**src/rtl/screen_pkg.sv**
```systemverilog
// Shared types for the screen sequencer: phase and command codes, pixel width
// and the PAUSE-screen dimming helper.
package screen_pkg;

    localparam int RGB_W = 12;

    typedef enum logic [1:0] {
        PH_MENU  = 2'b00,
        PH_PLAY  = 2'b01,
        PH_PAUSE = 2'b10,
        PH_OVER  = 2'b11
    } phase_t;

    // Numeric order doubles as priority: OVER > BACK > SELECT > NONE.
    typedef enum logic [1:0] {
        CMD_NONE   = 2'b00,
        CMD_SELECT = 2'b01,
        CMD_BACK   = 2'b10,
        CMD_OVER   = 2'b11
    } cmd_t;

    function automatic logic [RGB_W-1:0] dim(input logic [RGB_W-1:0] px);
        return {1'b0, px[11:9], 1'b0, px[7:5], 1'b0, px[3:1]};
    endfunction

endpackage

```
**src/rtl/screen_sequencer_if.sv**
```systemverilog
// Bundle of raster, button, renderer-handshake and pixel signals around the
// screen sequencer; master is the sequencer, slave is its environment.
interface screen_sequencer_if;

    logic [10:0] hcount_in;
    logic [9:0]  vcount_in;
    logic        btn_select_in;
    logic        btn_back_in;
    logic        game_over_in;
    logic        menu_busy_in;
    logic        menu_finished_in;
    logic [11:0] menu_pixel_in;
    logic [11:0] game_pixel_in;
    logic [1:0]  state_out;
    logic        menu_start_out;
    logic        game_run_out;
    logic        demo_out;
    logic        frame_out;
    logic [11:0] pixel_out;

    modport master (
        input  hcount_in, vcount_in, btn_select_in, btn_back_in, game_over_in,
               menu_busy_in, menu_finished_in, menu_pixel_in, game_pixel_in,
        output state_out, menu_start_out, game_run_out, demo_out, frame_out,
               pixel_out
    );

    modport slave (
        output hcount_in, vcount_in, btn_select_in, btn_back_in, game_over_in,
               menu_busy_in, menu_finished_in, menu_pixel_in, game_pixel_in,
        input  state_out, menu_start_out, game_run_out, demo_out, frame_out,
               pixel_out
    );

endinterface

```
**src/rtl/screen_pixel_stage.sv**
```systemverilog
// Final registered pixel mux: menu, game, or (in PAUSE) menu overlay on a
// dimmed game picture.
module screen_pixel_stage
    import screen_pkg::*;
(
    input  logic             clk,
    input  logic             rst,
    input  phase_t           phase,
    input  logic [RGB_W-1:0] menu_pixel,
    input  logic [RGB_W-1:0] game_pixel,
    output logic [RGB_W-1:0] pixel
);

    logic [RGB_W-1:0] pixel_d;
    logic [RGB_W-1:0] pixel_q;

    always_comb begin
        pixel_d = menu_pixel;
        case (phase)
            PH_PLAY:  pixel_d = game_pixel;
            PH_PAUSE: pixel_d = (menu_pixel != '0) ? menu_pixel : dim(game_pixel);
            default:  pixel_d = menu_pixel;
        endcase
    end

    always_ff @(posedge clk or negedge rst) begin
        if (!rst) pixel_q <= '0;
        else      pixel_q <= pixel_d;
    end

    assign pixel = pixel_q;

endmodule

```
**src/rtl/screen_sequencer.sv**
```systemverilog
// MENU/PLAY/PAUSE/OVER phase controller with frame-aligned transitions.
// Define ATTRACT_MODE_EN to enable the idle attract demo.
module screen_sequencer
    import screen_pkg::*;
#(
    parameter int H_LAST      = 1279,
    parameter int V_LAST      = 719,
    parameter int OVER_FRAMES = 180
`ifdef ATTRACT_MODE_EN
    ,
    parameter int IDLE_FRAMES = 600
`endif
) (
    input  logic               clk,
    input  logic               rst,
    screen_sequencer_if.master bus
);

    logic       frame_tick;
    cmd_t       new_cmd;
    phase_t     phase_d, phase_q;
    cmd_t       cmd_d, cmd_q;
    logic [9:0] frame_cnt_d, frame_cnt_q, cnt_inc;
    logic       ready_d, ready_q;
    logic       start_d, start_q;
    logic       frame_q, run_q;
`ifdef ATTRACT_MODE_EN
    logic       demo_d, demo_q;
`endif

    always_comb begin
        frame_tick = (bus.hcount_in == 11'(H_LAST)) && (bus.vcount_in == 10'(V_LAST));
        new_cmd = CMD_NONE;
        if (bus.btn_select_in) new_cmd = CMD_SELECT;
        if (bus.btn_back_in)   new_cmd = CMD_BACK;
        if (bus.game_over_in)  new_cmd = CMD_OVER;
        phase_d     = phase_q;
        cmd_d       = (new_cmd > cmd_q) ? new_cmd : cmd_q;
        cnt_inc     = (frame_cnt_q == '1) ? frame_cnt_q : frame_cnt_q + 10'd1;
        frame_cnt_d = frame_cnt_q;
        start_d     = 1'b0;
`ifdef ATTRACT_MODE_EN
        demo_d      = demo_q;
`endif
        // A pulse landing on the tick itself is kept for the following frame.
        if (frame_tick) begin
            cmd_d   = new_cmd;
            start_d = (phase_q != PH_PLAY) && !bus.menu_busy_in && !ready_q;
            case (phase_q)
                PH_MENU: begin
                    if (cmd_q == CMD_SELECT && ready_q) phase_d = PH_PLAY;
`ifdef ATTRACT_MODE_EN
                    else if (ready_q && cmd_q == CMD_NONE) begin
                        if (frame_cnt_q == 10'(IDLE_FRAMES - 1)) begin
                            phase_d = PH_PLAY;
                            demo_d  = 1'b1;
                        end else begin
                            frame_cnt_d = cnt_inc;
                        end
                    end else begin
                        frame_cnt_d = '0;
                    end
`endif
                end
                PH_PLAY: begin
                    if (cmd_q == CMD_OVER)      phase_d = PH_OVER;
                    else if (cmd_q == CMD_BACK) phase_d = PH_PAUSE;
`ifdef ATTRACT_MODE_EN
                    if (demo_q && cmd_q != CMD_NONE) phase_d = PH_MENU;
`endif
                end
                PH_PAUSE: begin
                    case (cmd_q)
                        CMD_SELECT: phase_d = PH_PLAY;
                        CMD_BACK:   phase_d = PH_MENU;
                        CMD_OVER:   phase_d = PH_OVER;
                        default:    phase_d = PH_PAUSE;
                    endcase
                end
                default: begin
                    if (cmd_q == CMD_SELECT || frame_cnt_q == 10'(OVER_FRAMES - 1))
                        phase_d = PH_MENU;
                    else
                        frame_cnt_d = cnt_inc;
                end
            endcase
        end
        ready_d = bus.menu_finished_in ? 1'b1 : ready_q;
        if (phase_d != phase_q) begin
            ready_d     = 1'b0;
            frame_cnt_d = '0;
        end
`ifdef ATTRACT_MODE_EN
        if (phase_d != PH_PLAY) demo_d = 1'b0;
`endif
    end

    always_ff @(posedge clk or negedge rst) begin
        if (!rst) begin
            phase_q     <= PH_MENU;
            cmd_q       <= CMD_NONE;
            frame_cnt_q <= '0;
            ready_q     <= 1'b0;
            start_q     <= 1'b0;
            frame_q     <= 1'b0;
            run_q       <= 1'b0;
`ifdef ATTRACT_MODE_EN
            demo_q      <= 1'b0;
`endif
        end else begin
            phase_q     <= phase_d;
            cmd_q       <= cmd_d;
            frame_cnt_q <= frame_cnt_d;
            ready_q     <= ready_d;
            start_q     <= start_d;
            frame_q     <= frame_tick;
            run_q       <= (phase_d == PH_PLAY);
`ifdef ATTRACT_MODE_EN
            demo_q      <= demo_d;
`endif
        end
    end

    assign bus.state_out      = phase_q;
    assign bus.menu_start_out = start_q;
    assign bus.game_run_out   = run_q;
    assign bus.frame_out      = frame_q;
`ifdef ATTRACT_MODE_EN
    assign bus.demo_out       = demo_q;
`else
    assign bus.demo_out       = 1'b0;
`endif

    screen_pixel_stage u_pixel_stage (
        .clk        (clk),
        .rst        (rst),
        .phase      (phase_q),
        .menu_pixel (bus.menu_pixel_in),
        .game_pixel (bus.game_pixel_in),
        .pixel      (bus.pixel_out)
    );

endmodule

```
**src/flat_wrapper.sv**
```systemverilog
// flat-port wrapper written by rule: the top's interface ports become plain ports
module screen_sequencer_flat import screen_pkg::*;
#(
    parameter int H_LAST      = 1279,
    parameter int V_LAST      = 719,
    parameter int OVER_FRAMES = 180

)
  (clk, rst, bus_hcount_in, bus_vcount_in, bus_btn_select_in, bus_btn_back_in, bus_game_over_in, bus_menu_busy_in, bus_menu_finished_in, bus_menu_pixel_in, bus_game_pixel_in, bus_state_out, bus_menu_start_out, bus_game_run_out, bus_demo_out, bus_frame_out, bus_pixel_out);
  screen_sequencer_if bus_i ();
  input  logic clk;
  input  logic rst;
  input wire logic [$bits(bus_i.hcount_in)-1:0] bus_hcount_in;
  input wire logic [$bits(bus_i.vcount_in)-1:0] bus_vcount_in;
  input wire logic [$bits(bus_i.btn_select_in)-1:0] bus_btn_select_in;
  input wire logic [$bits(bus_i.btn_back_in)-1:0] bus_btn_back_in;
  input wire logic [$bits(bus_i.game_over_in)-1:0] bus_game_over_in;
  input wire logic [$bits(bus_i.menu_busy_in)-1:0] bus_menu_busy_in;
  input wire logic [$bits(bus_i.menu_finished_in)-1:0] bus_menu_finished_in;
  input wire logic [$bits(bus_i.menu_pixel_in)-1:0] bus_menu_pixel_in;
  input wire logic [$bits(bus_i.game_pixel_in)-1:0] bus_game_pixel_in;
  output wire logic [$bits(bus_i.state_out)-1:0] bus_state_out;
  output wire logic [$bits(bus_i.menu_start_out)-1:0] bus_menu_start_out;
  output wire logic [$bits(bus_i.game_run_out)-1:0] bus_game_run_out;
  output wire logic [$bits(bus_i.demo_out)-1:0] bus_demo_out;
  output wire logic [$bits(bus_i.frame_out)-1:0] bus_frame_out;
  output wire logic [$bits(bus_i.pixel_out)-1:0] bus_pixel_out;
  assign bus_i.hcount_in = bus_hcount_in;
  assign bus_i.vcount_in = bus_vcount_in;
  assign bus_i.btn_select_in = bus_btn_select_in;
  assign bus_i.btn_back_in = bus_btn_back_in;
  assign bus_i.game_over_in = bus_game_over_in;
  assign bus_i.menu_busy_in = bus_menu_busy_in;
  assign bus_i.menu_finished_in = bus_menu_finished_in;
  assign bus_i.menu_pixel_in = bus_menu_pixel_in;
  assign bus_i.game_pixel_in = bus_game_pixel_in;
  assign bus_state_out = bus_i.state_out;
  assign bus_menu_start_out = bus_i.menu_start_out;
  assign bus_game_run_out = bus_i.game_run_out;
  assign bus_demo_out = bus_i.demo_out;
  assign bus_frame_out = bus_i.frame_out;
  assign bus_pixel_out = bus_i.pixel_out;
  screen_sequencer #(.H_LAST(H_LAST), .V_LAST(V_LAST), .OVER_FRAMES(OVER_FRAMES)) u_core (.clk(clk), .rst(rst), .bus(bus_i));
endmodule
```
**config.mk**
```make
export PLATFORM = sky130hd
export DESIGN_NAME = screen_sequencer_flat
export DESIGN_NICKNAME = d
export VERILOG_FILES = /design/src/rtl/screen_pkg.sv /design/src/rtl/screen_sequencer_if.sv /design/src/rtl/screen_pixel_stage.sv /design/src/rtl/screen_sequencer.sv /design/src/flat_wrapper.sv
export SDC_FILE = /design/constraint.sdc
export NUM_CORES = 1
export LEC_CHECK = 0
export CAP_MARGIN = 20
export CORE_MARGIN = 4
export CORE_UTILIZATION = 38
export CTS_BUF_LIST = sky130_fd_sc_hd__clkbuf_8 sky130_fd_sc_hd__clkbuf_16
export CTS_CLUSTER_DIAMETER = 100
export CTS_CLUSTER_SIZE = 10
export DETAILED_ROUTE_END_ITERATION = 16
export GPL_ROUTABILITY_DRIVEN = 0
export PLACE_DENSITY = 0.82
export SLEW_MARGIN = 20
export SYNTH_ARGS = -nofsm -noshare
export SYNTH_HDL_FRONTEND = slang
export SYNTH_SLANG_ARGS = --single-unit
```
**constraint.sdc**
```tcl
create_clock -name clk -period 2.1 [get_ports clk]
set_clock_uncertainty 0.15 [all_clocks]
set_input_delay 0.525 -clock clk [delete_from_list [all_inputs] [get_ports clk]]
set_output_delay 0.525 -clock clk [all_outputs]
set_load 0.1 [all_outputs]
```
=== Yosys cells after proc, flatten, opt, wreduce, memory -nomap -nowiden ===
Cells that the tools add are included.
W data, S select, Z words.

* Bits of input ports: 52
* Register bits after elaboration: 30
* Output and inout bits: 18

* Muxes and demuxes: 22
* Add/subtract/negate cells: 1
* Eq/ne operators: 15
* Reduce and logical (&&, ||, !) cells: 14
* Magnitude comparators: 1

{| class="wikitable"
|+ Operator list
! cell !! number
|-
| $mux W10 || 5
|-
| $pmux W12 S2 || 1
|-
| $eq A10 B10 Y1 const B || 2
|-
| $mux W2 || 9
|-
| $mux W12 || 1
|-
| $pmux W2 S3 || 2
|-
| $reduce_bool A12 Y1 || 1
|-
| $eq A11 B11 Y1 const B || 1
|-
| $add A10 B1 Y10 const B || 1
|-
| $eq A10 B8 Y1 const B || 1
|-
| $eq A2 B1 Y1 const B || 3
|-
| $eq A2 B2 Y1 const B || 3
|-
| $reduce_bool A2 Y1 || 3
|-
| $logic_and A1 B1 Y1 || 4
|-
| $mux W1 || 4
|-
| $ne A2 B1 Y1 const B || 2
|-
| $ne A2 B2 Y1 const B || 2
|-
| $reduce_and A4 Y1 || 1
|-
| $reduce_or A3 Y1 || 1
|-
| $gt A2 B2 Y1 || 1
|-
| $logic_not A1 Y1 || 2
|-
| $logic_not A2 Y1 || 1
|-
| $ne A2 B2 Y1 || 1
|-
| $logic_or A1 B1 Y1 || 1
|}

=== Depth between registers and ports, before layout ===
Gate-level depths: netlist of run 1.

* Depth in word-level cells: 8
* Gate-level depth with buffers: 9
* Mapped depth without buffers: 8

=== By module ===
Synthesis of run 1 repeated with hierarchy kept, for this count alone.

* Cell total of the unflattened synthesis: 180
* Area, all modules: 1,729.2 um^2

{| class="wikitable"
|+ Modules (own cells, without submodules)
! module !! area an instance (um^2) !! seq. area each (um^2) !! times used !! cells each
|-
| screen_sequencer || 1,087.3 || 450.4 || 1 || 124
|-
| screen_pixel_stage || 641.9 || 300.3 || 1 || 56
|}

=== Worst setup path after synthesis of run 1 ===
No wires, ideal clock.

* Path type: register -> register
* Start: register u_core.phase_q[1] (netlist: u_core.bus.state_out[1])
* End: register u_core.u_pixel_stage.pixel_q[4] (netlist: u_core.u_pixel_stage.pixel[4])
* Data arrival time: 2.463 ns
* Path buffers: 0
* Clock period less this slack: 2.740 ns
* Library setup time: 0.127 ns
* Path slack: -0.640 ns
* Required time: 1.823 ns
* Stages on the path, launching flop included: 9
* Cells stage by stage: dfrtp_1 > inv_1 > ha_1 > nor3b_1 > nand2_1 > nor4_4 > nor2_2 > a222oi_1 > inv_1

* Word-level cells in the longest chain between the ends: 2

{| class="wikitable"
|+ Ends and longest elaborated chain
! element !! RTL line !! text
|-
| from (decl) || screen_sequencer.sv:21 || <nowiki>phase_t phase_d, phase_q;</nowiki>
|-
| from (signal assigned) || screen_sequencer.sv:111 || <nowiki>phase_q <= phase_d;</nowiki>
|-
| $eq A2 B2 Y1 / $eq A2 B1 Y1 (equally long branches) || screen_pixel_stage.sv:19 || <nowiki>case (phase)</nowiki>
|-
| $pmux W12 S2 * || screen_pixel_stage.sv:19 ||
|-
| net u_core.u_pixel_stage.pixel_d[4] || screen_pixel_stage.sv:14 || <nowiki>logic [RGB_W-1:0] pixel_d;</nowiki>
|-
| to (signal assigned) || screen_pixel_stage.sv:28 || <nowiki>else pixel_q <= pixel_d;</nowiki>
|-
| to (decl) || screen_pixel_stage.sv:15 || <nowiki>logic [RGB_W-1:0] pixel_q;</nowiki>
|}

The timed path passes the listed nets; every way through them passes the cells marked *.
A chain may end at the register's enable or synchronous reset.

=== Worst setup path in the final report of run 1 ===
* Start: register u_core.frame_cnt_q[3]
* End: register u_core.frame_cnt_q[4]

* Word-level cells in the longest chain between the ends: 8

{| class="wikitable"
|+ Ends and longest elaborated chain
! element !! RTL line !! text
|-
| from (decl) || screen_sequencer.sv:23 || <nowiki>logic [9:0] frame_cnt_d, frame_cnt_q, cnt_inc;</nowiki>
|-
| from (signal assigned) || screen_sequencer.sv:113 || <nowiki>frame_cnt_q <= frame_cnt_d;</nowiki>
|-
| $eq A10 B8 Y1 || screen_sequencer.sv:81 || <nowiki>if (cmd_q == CMD_SELECT || frame_cnt_q == 10'(OVER_FRAMES - 1))</nowiki>
|-
| $logic_or A1 B1 Y1 || screen_sequencer.sv:81 ||
|-
| $mux W2 || screen_sequencer.sv:81 ||
|-
| $pmux W2 S3 || screen_sequencer.sv:49 || <nowiki>case (phase_q)</nowiki>
|-
| $mux W2 || screen_sequencer.sv:46 || <nowiki>if (frame_tick) begin</nowiki>
|-
| $ne A2 B2 Y1 || screen_sequencer.sv:89 || <nowiki>if (phase_d != phase_q) begin</nowiki>
|-
| $ne A2 B2 Y1 (no line), or another cell as far along || -- ||
|-
| $reduce_and A4 Y1 (no line) || -- ||
|}

Parallel ways exist; a longest one is shown, timed or not. The select of a mux whose other input is x is not followed.

==> results.py, run 1 <==
metrics = {
    "clock_tree": {
        "cts_hold_buffers": 0,
        "cts-root-buf": "clkbuf_8",
        "htree_levels": 2,
        "cts_sinks": 30,
        "cts_buffers": 5,
        "cts_tree": "done",
        "cts.clk_slew.worst_paths_ns": 0.06,
        "cts_max_path_buffers": 2,
        "clk_latency_ns": 0.29,
    },
    "setup_path": {
        "cpLargestDelayFamily": "simple AND/OR/NAND/NOR gates",
        "cpPeakStageDelay_ns": 0.56,
        "criticalPathCategory": "reg -> reg",
        "r2r_start": "u_core.frame_cnt_q[3]",
        "critPathLaunch": "u_core.frame_cnt_q[3]",
        "r2r_slack_ns": 0.005,
        "rr_endpoint": "u_core.frame_cnt_q[4]",
        "cpMaxStageDelayCell": "or4b_4",
        "cp-start-kind": "flop",
        "arrival_ns": 2.12,
        "crit_buf_inv": 2,
        "path_cells": "or4b_4 > nor4_4 > nand4bb_1 > buf_6 > buf_6 > nor2_4 > xnor2_2 > nor2_1",
        "crit_top_cell": "buf_6",
        "r2r_cells": 8,
        "crit_path_max_fanout": 8,
        "required_ns": 2.12,
        "endpoint_kind": "flop",
    },
    "floorplanning": {
        "die_h_um": 76.6,
        "dieArea_mm2": 0.00586,
        "top_level_ports": 70,
        "die_w_um": 76.6,
        "start_util": 0.402,
        "rows": 24,
        "core_area_mm2": 0.00444,
    },
    "power": {
        "p_int_mw": 1.23,
        "p_total_mw": 1.84,
        "p_switching_mw": 0.609,
        "power_density_mw_per_mm2": 561,
        "peakVddDrop_mv": 0.428,
        "pwr-share-comb": 0.401,
        "swShare": 0.330,
        "pwr-share-seq": 0.340,
        "p_leak_nw": 1.55,
        "p_clk_frac": 0.259,
    },
    "yosys": {
        "synth_top_family_by_area": "simple AND/OR/NAND/NOR gates",
        "synth_fa_ha_area_frac": 0.0700,
        "synth_compound_area_frac": 0.134,
        "synth.yosys.seq_area_share": 0.420,
        "synth_edf_count": 0,
        "ys.flop_type": "dfrtp_1",
        "synth_top_area_frac": 0.420,
        "synth-seq-cells": 30,
        "synth_top_cells_by_area": "dfrtp_1, ha_1, nor4_4",
        "synth-simple-area-share": 0.273,
        "netlist_instances": 176,
        "yosys.area.top_type": "dfrtp_1",
        "synth_xor_area_frac": 0.0441,
        "synth_nets": 238,
        "yosys_warnings": 0,
        "synth_cell_types": 50,
        "syn_avg_cell_area_um2": 10.2,
        "muxShareOfSynthArea": 0.0119,
        "netlist_area_mm2": 0.00179,
        "async_reset_ff_frac": 1.00,
    },
    "finish": {
        "diodes": 0,
        "stdcell_area_mm2": 0.00329,
        "fin_cells": 340,
        "finalNetCount": 349,
        "drive_gt1_frac": 0.382,
        "fillCellCount": 289,
        "layout_commonest_cell": "buf_4",
        "syn_to_final_growth_pct": 83.9,
        "final_cell_mix": "buf_4, dfrtp_1, clkdlybuf4s50_1",
    },
    "hold_path": {
        "min_path_type": "in -> reg",
        "min_path_cells": 3,
        "min_from": "bus_menu_pixel_in[4]",
        "min_to": "u_core.u_pixel_stage.pixel[4]",
    },
    "timing": {
        "hold_violations": 0,
        "drv_slew": 0,
        "rsz0062_at_grt": "yes",
        "final-setup-viol-count": 0,
        "fmax_mhz": 477,
        "min_period_over_period": 0.997,
        "period_minus_slack_ns": 2.09,
    },
    "detailed_routing": {
        "wirelength_mm": 5.68,
        "vias_per_cell": 5.39,
        "drt-pass1-iter-count": 4,
        "vias": 1832,
        "drc": 0,
        "drtAntennaViolNets": 0,
        "drt_iter0_markers": 67,
        "wl_per_cell_um": 16.7,
    },
    "grt": {
        "grt-ovfl-total": 0,
        "grt_pass1_wl_mm": 8.16,
        "grt_usage": 0.177,
        "antenna_found_initial": 0,
        "grt_max_degree": 18,
        "grt_pass1_vias": 1810,
    },
    "place": {
        "dpl.cell_count": 319,
        "portBuffers": 68,
        "hpwlAfterDp_mm": 3.88,
        "placed_area_mm2": 0.00292,
    },
    "run_status": {
        "status": "finished, final reports clean",
    },
    "flow_run": {
        "maxCapViolations": 0,
    },
}
[per-stage QoR]
stage / worst slack (ns) / setup TNS, ns / util / hold slack (ns)
finish: 0.00541 / 0 / 0.739 / 0.364
CTS: -0.0520 / -0.0624 / 0.692 / 0.411
global route: -0.0921 / -0.729 / 0.739 / 0.367
floorplan: -0.161 / -0.944 / - / 0.0794
global placement: -0.394 / -7.41 / 0.657 / 0.388
detailed placement: -0.528 / -8.51 / 0.657 / 0.405
[layout make-up]
type | instances | area (um^2) | area share
repair buffers | 109 | 1180 | 0.361
multi-input cells | 129 | 1140 | 0.346
flip-flops and latches | 30 | 758 | 0.231
clock buffers | 6 | 82.6 | 0.0251
well taps | 52 | 65.1 | 0.0198
inverters | 12 | 50.0 | 0.0152
clock inverters | 2 | 8.76 | 0.00267
[flip-flops by register name (all words and copies together), names as in the netlist]
signal                      flops
u_core.frame_cnt_q             10
u_core.bus.frame_out            1
u_core.bus.menu_start_out       1
u_core.u_pixel_stage.pixel     12
u_core.ready_q                  1
u_core.bus.game_run_out         1
u_core.bus.state_out            2
u_core.cmd_q                    2
[tightest hold or removal path, cell delays in order]
cell,delay [ns]
clkbuf_2,0.10
a222oi_1,0.09
inv_1,0.05
[cell families after synthesis]
logic type / after synthesis
multiplexers: 2
AO/OA/AOI/OAI: 33
flip-flops: 30
buffers and inverters: 17
AND/OR/NAND/NOR: 74
adder cells (fa/ha/maj): 10
XOR/XNOR: 9
other: 1
[cells in the mapped netlist, types with 3 or more instances]
cell      count
a222oi_1      5
ha_1         10
inv_1        12
nor2b_1       4
a22o_1        3
nor4_4        4
dfrtp_1      30
a21oi_1       7
nand3_1       7
nand2_1      15
xnor2_1       8
o21ai_0       7
nor2_1       19
[power by group through the flow]
stage	clock [mW]	combinational, mW	sequential (mW)
final	0.477	0.740	0.626
after global routing	0.522	0.797	0.630
after CTS	0.486	0.605	0.624
after detailed placement	0	0.580	0.635
after global placement	0	0.565	0.634
after floorplan	0	0.225	0.727
[per-layer routing]
layer  vias to the layer above  share of wire  GRT usage
met1                       892           0.33      0.163
met2                        73           0.56      0.341
met4                         0          0.026     0.0725
li1                        855              -          -
met5                         -              0          0
met3                        12          0.077     0.0674
[timing repair]
| item | 4_1_cts | 5_1_grt |
|---|---|---|
| cloned | 0 | 1 |
| buffers inserted | 7 | 5 |
| gates resized for setup | 29 | 55 |
| pin swaps | 19 | 22 |
| setup endpoints to repair | 16 | 19 |
[worst max-delay path by stage]
stage | to | slack (ns) | cells after the start
2_1_floorplan | u_core.u_pixel_stage.pixel[4] | -0.16 | 8
3_3_place_gp | u_core.u_pixel_stage.pixel[4] | -0.39 | 6
3_5_place_dp | u_core.u_pixel_stage.pixel[5] | -0.53 | 6
4_1_cts | u_core.u_pixel_stage.pixel[5] | -0.05 | 8
5_1_grt | u_core.frame_cnt_q[4] | -0.09 | 8
6_report | u_core.frame_cnt_q[4] | 0.005 | 8
Note: power is estimated with default switching activity, not from simulation.
==> run 2: changes to the inputs <==
Settings changed: GPL_ROUTABILITY_DRIVEN 0 to default.
==> results of run 2 <==
The final DEF is identical to that of run 1; final timing and power are the same.
